[src/rtl/id_stage.sv]
// id_stage: single-entry IF/ID register decoding a MIPS subset into execute-stage control.
module id_stage #(
  parameter int              XLEN     = 32,
  parameter logic [XLEN-1:0] RESET_PC = '0
) (
  input  logic            clk,
  input  logic            rst,
  input  logic            if_valid,
  output logic            if_ready,
  input  logic [XLEN-1:0] if_pc,
  input  logic [31:0]     if_inst,
  input  logic            flush,
  output logic            id_valid,
  input  logic            id_ready,
  output logic [XLEN-1:0] id_pc,
  output logic [4:0]      id_rs,
  output logic [4:0]      id_rt,
  output logic [4:0]      id_dest,
  output logic [XLEN-1:0] id_imm,
  output logic [XLEN-1:0] id_target,
  output logic [3:0]      id_alu_op,
  output logic            id_alu_src,
  output logic            id_reg_write,
  output logic            id_mem_read,
  output logic            id_mem_write,
  output logic            id_mem_to_reg,
  output logic [1:0]      id_branch,
  output logic            id_illegal
);
  typedef struct packed {
    logic [XLEN-1:0] pc;
    logic [XLEN-1:0] imm;
    logic [XLEN-1:0] target;
    logic [4:0]      rs;
    logic [4:0]      rt;
    logic [4:0]      dest;
    logic [3:0]      alu_op;
    logic            alu_src;
    logic            reg_write;
    logic            mem_read;
    logic            mem_write;
    logic            mem_to_reg;
    logic [1:0]      branch;
    logic            illegal;
  } bundle_t;
  bundle_t q, d, idle;
  logic load, wr;
  logic [5:0] op, fn;
  logic [XLEN-1:0] pc4, sext, zext;
  assign op       = if_inst[31:26];
  assign fn       = if_inst[5:0];
  assign pc4      = if_pc + XLEN'(4);
  assign sext     = {{(XLEN-16){if_inst[15]}}, if_inst[15:0]};
  assign zext     = {{(XLEN-16){1'b0}}, if_inst[15:0]};
  assign if_ready = !id_valid || id_ready;
  assign load     = if_valid && if_ready && !flush;
  always_comb begin
    idle        = '0;
    idle.pc     = RESET_PC;
    idle.alu_op = 4'hf;
  end
  always_comb begin
    d        = '0;
    wr       = 1'b0;
    d.pc     = if_pc;
    d.rs     = if_inst[25:21];
    d.rt     = if_inst[20:16];
    d.imm    = sext;
    d.target = pc4;
    d.alu_op = 4'hf;
    case (op)
      6'h00: begin
        d.dest   = if_inst[15:11];
        d.imm    = {{(XLEN-5){1'b0}}, if_inst[10:6]};
        wr       = 1'b1;
        d.alu_op = fn == 6'h20 ? 4'd0 :
                   fn == 6'h22 ? 4'd1 :
                   fn == 6'h24 ? 4'd2 :
                   fn == 6'h25 ? 4'd3 :
                   fn == 6'h2a ? 4'd4 :
                   fn == 6'h00 ? 4'd5 : 4'hf;
        d.illegal = d.alu_op == 4'hf;
      end
      6'h08, 6'h0c, 6'h0d: begin
        d.alu_op  = op == 6'h08 ? 4'd0 : op == 6'h0c ? 4'd2 : 4'd3;
        d.imm     = op == 6'h08 ? sext : zext;
        d.alu_src = 1'b1;
        d.dest    = if_inst[20:16];
        wr        = 1'b1;
      end
      6'h23: begin
        d.alu_op     = 4'd0;
        d.alu_src    = 1'b1;
        d.mem_read   = 1'b1;
        d.mem_to_reg = 1'b1;
        d.dest       = if_inst[20:16];
        wr           = 1'b1;
      end
      6'h2b: begin
        d.alu_op    = 4'd0;
        d.alu_src   = 1'b1;
        d.mem_write = 1'b1;
      end
      6'h04, 6'h05: begin
        d.alu_op = 4'd1;
        d.branch = op == 6'h04 ? 2'd1 : 2'd2;
        d.target = pc4 + {sext[XLEN-3:0], 2'b00};
      end
      6'h02: begin
        d.branch = 2'd3;
        d.target = {pc4[XLEN-1:28], if_inst[25:0], 2'b00};
      end
      default: d.illegal = 1'b1;
    endcase
    // writes to r0 are architecturally dropped, which makes 0x00000000 a NOP
    d.reg_write = wr && d.dest != 5'd0 && !d.illegal;
    if (d.illegal) begin
      d.alu_op     = 4'hf;
      d.alu_src    = 1'b0;
      d.dest       = 5'd0;
      d.mem_read   = 1'b0;
      d.mem_write  = 1'b0;
      d.mem_to_reg = 1'b0;
      d.branch     = 2'd0;
    end
  end
  // an empty register always holds the idle bundle so control bits read 0 while invalid
  always_ff @(posedge clk) begin
    if (rst) begin
      id_valid <= 1'b0;
      q        <= idle;
    end else if (load) begin
      id_valid <= 1'b1;
      q        <= d;
    end else if (flush || id_ready || !id_valid) begin
      id_valid <= 1'b0;
      q        <= idle;
    end
  end
  assign id_pc         = q.pc;
  assign id_rs         = q.rs;
  assign id_rt         = q.rt;
  assign id_dest       = q.dest;
  assign id_imm        = q.imm;
  assign id_target     = q.target;
  assign id_alu_op     = q.alu_op;
  assign id_alu_src    = q.alu_src;
  assign id_reg_write  = q.reg_write;
  assign id_mem_read   = q.mem_read;
  assign id_mem_write  = q.mem_write;
  assign id_mem_to_reg = q.mem_to_reg;
  assign id_branch     = q.branch;
  assign id_illegal    = q.illegal;
endmodule

[config.mk]
export PLATFORM = sky130hd
export DESIGN_NAME = id_stage
export DESIGN_NICKNAME = d
export VERILOG_FILES = /design/src/rtl/id_stage.sv
export SDC_FILE = /design/constraint.sdc
export NUM_CORES = 1
export LEC_CHECK = 0
export ABC_CLOCK_PERIOD_IN_PS = 4650
export CAP_MARGIN = 20
export CORE_MARGIN = 5
export CORE_UTILIZATION = 48
export DETAILED_ROUTE_END_ITERATION = 10
export PLACE_DENSITY_LB_ADDON = 0.12
export SLEW_MARGIN = 0
export SYNTH_ARGS = -nofsm -noshare
export SYNTH_HDL_FRONTEND = slang
export SYNTH_SLANG_ARGS = --single-unit
[constraint.sdc]
create_clock -name clk -period 4.65 [get_ports clk]
set_clock_uncertainty 0.05 [all_clocks]
set_input_delay 0.465 -clock clk [delete_from_list [all_inputs] [get_ports clk]]
set_output_delay 0.465 -clock clk [all_outputs]
set_load 0.03 [all_outputs]
==> metrics <==
post-synthesis mux area share=1.68%; period utilisation layout=90.0%; Area growth, synth to finish=37.0%; Worst Hold Launch=id_target[7]$_SDFFE_PP0P_; post-route ant nets=0; Ant. Diodes=0; GRT Util Overall=26.2%; Async S/R FF share, synth=0%; compound-gate portion of the synthesized area=26.6%; Initial DRT Pass Iterations=5; Crit path arrival time=4.39 ns; critical path class=in -> reg; WP data required=4.85 ns; vias in the first global route=6366; FP Rows=42; total number of vias=6912; Post-synth EDFFs=0; Post-synth top flop=dfxtp_1; port bufs=193; initial antenna violation count=0; Clock Power Share=35.1%; Starting Density=49.2%; # setup viols final=0; sequential share of the synthesized area=33.1%; Setup crit start kind=primary input; Post-Synth XOR/XNOR Area=6.83%; total gr overflow=0; post-synth cell types=55; clock sink count=108; FF-to-FF Start=id_valid$_SDFFE_PP0P_; Least-Margin Pin Slew=1.06 ns; worst skew pair latency=0.36 ns; CTS Hold Bufs=0; TNS Setup=0 ns; Detail Placement HPWL=16400 um; setup bufs post-CTS=0; post-layout min period=4.18 ns; cell family with most CP delay=simple AND/OR/NAND/NOR gates; relative slew slack=28.9%; Fin Hold WS=0.413 ns; Final Worst Setup Slack=0.466 ns; post-synth top area cell=dfxtp_1; sw frac=29.7%; routability-driven placement congestion ratio=0.993; post-synth top area share=33.1%; Area contributors post-synth=dfxtp_1, a22oi_1, nor2_1; Yosys reg bits=108; Slew Viols, Final=0; fin util=67.4%; sequential power share=39.9%; clk slew on worst S/H paths=0.07 ns; synth warn=0; H-tree level count=3; clock root cell=clkbuf_16; switching pwr=716 uW; average size of a mapped cell=7.98 um2; Mapped Area=6540 um2; largest family of logic cells by synthesized area=compound AO/OA/AOI/OAI gates; RSZ-0062 raised after global routing=no; worst path buffer plus inverter count=1; Worst VDD drop=0.174 mV; first-pass GRT wire length=34300 um; Syn Nets=925; post-route cell area=8960 um2; net count reported at finish=1097; post-CTS sizing=0; placed inst area=8640 um2; width of the die=127 um; Crit path largest cell delay=0.54 ns; slowest CP cell=clkdlybuf4s50_1; initial drt markers=602; die height=127 um; pre-CTS setup slack=0.124 ns; CTS tree=yes; critical-path cell list=clkdlybuf4s50_1, ha_1, nand4_1, nor2_1, and2_1, nand3_1, xnor2_1, ha_1, nand4_1, or3_1, o32a_1, o21ai_2, o21ai_2, xor2_1, or3_1, a32o_1; Mapped Cells=820; share of cells above drive strength 1=5.12%; static leakage=0.00347 uW; final WL=21800 um; worst-path maximum fanout=5; Synth Area in Adders=7.00%; DR WL/cell=18.6 um; Critical Path Start=if_pc[3]; CORE AREA=13300 um2; Fmax=0.239 GHz; CTS Buf Count=9; PwrDens=269 nW/um2; clock buffer depth=2; drt drc=0; DIE AREA=16100 um2; num ports=194; Vias per Instance=5.89; logic gate share of total power=25.1%; hold crit path type=reg -> reg; status=finished clean; Internal Pwr Total=1700 uW; Worst setup EP type=flop; max cap viols=0; post-synthesis simple-gate area fraction=19.7%; largest net degree at the start of global routing=78; Final Hold Viols=0
[final cells by class]
class	count	area (um2)
clock inverter	5	83.8
multi-input combinational	640	4060
tap	176	220
timing repair buffer	220	2140
fill	1162	4330
inverter	13	48.8
clock buffer	11	243
sequential	108	2160
[worst paths after layout]
kind	slack [ns]	to	cells after the start
setup reg to reg	2.20	id_imm[30]$_SDFFE_PP0P_	6
hold reg to reg	0.41	id_target[7]$_SDFFE_PP0P_	2
setup / recovery	0.47	id_target[31]$_SDFFE_PP0P_	16
hold / removal	0.41	id_target[7]$_SDFFE_PP0P_	2
[synth_stat cells, types with 5 or more instances]
cell and count:
a22oi_1 75, nor3_1 11, a211o_1 5, a32oi_1 9, a21oi_1 50, nand3_1 21
and2_1 6, nor2_1 149, xnor2_1 30, mux2i_1 11, nor2b_1 5, ha_1 35
nand2_1 50, clkbuf_1 40, dfxtp_1 108, nand2b_1 12, xor2_1 21, buf_4 16
inv_1 13, a22o_1 7, nand4_1 11, and3_1 9, o221ai_1 8, o21ai_0 38
a21o_1 17
[tightest hold or removal path: cells and delay by family (launching register included)]
kind | cells | cell delay (ns)
and+or+nand+nor | 1 | 0.05
DFF | 1 | 0.32
AOI/OAI and AO/OA | 1 | 0.05
[layout by cell type, fill, tap and decap left out, types with 11 or more instances in the layout]
| master | instances |
|---|---|
| a21o_1 | 17 |
| a21oi_1 | 50 |
| a22oi_1 | 75 |
| buf_4 | 26 |
| clkdlybuf4s50_1 | 192 |
| dfxtp_1 | 108 |
| ha_1 | 35 |
| inv_1 | 13 |
| mux2i_1 | 11 |
| nand2_1 | 50 |
| nand2b_1 | 12 |
| nand3_1 | 21 |
| nand4_1 | 11 |
| nor2_1 | 148 |
| nor3_1 | 11 |
| o21ai_0 | 38 |
| xnor2_1 | 30 |
| xor2_1 | 21 |
[stage by stage]
step / instances / power [uW]
finish: 1173 / 2410
global route: 1173 / 2520
CTS: 1173 / 2420
detailed placement: 1157 / 1580
global placement: 1157 / 1580
floorplan: 820 / 1340
[registers in the layout, indices dropped and copies added (netlist names)]
register      cells
id_imm           17
id_alu_op         4
id_pc            32
id_valid          1
id_dest           5
id_reg_write      1
id_target        32
id_rs             5
id_branch         2
id_mem_write      1
id_rt             5
id_mem_read       1
id_illegal        1
id_alu_src        1
[power by group through the flow]
| stage | clock network (uW) | registers [uW] | logic (uW) |
|---|---|---|---|
| global placement | 0 | 983 | 597 |
| floorplan | 0 | 1030 | 314 |
| detailed placement | 0 | 983 | 596 |
| global route | 896 | 965 | 654 |
| CTS | 855 | 962 | 599 |
| finish | 846 | 962 | 605 |
[layer usage]
layer / vias up / track usage, % / wire length, um
met5: - / 0 / 0
li1: 3316 / - / -
met2: 334 / 37.3 / 9010
met1: 3231 / 38.3 / 9950
met3: 31 / 7.19 / 2330
met4: 0 / 8.08 / 501
[kinds of logic after synthesis]
group	count (synthesis)
and+or+nand+nor	289
muxes	11
DFF	108
adders and majority gates	36
xor gates and xnor gates	51
AOI/OAI and AO/OA	253
buffers and inverters	72
No activity file was read; power rests on OpenSTA's default activity.
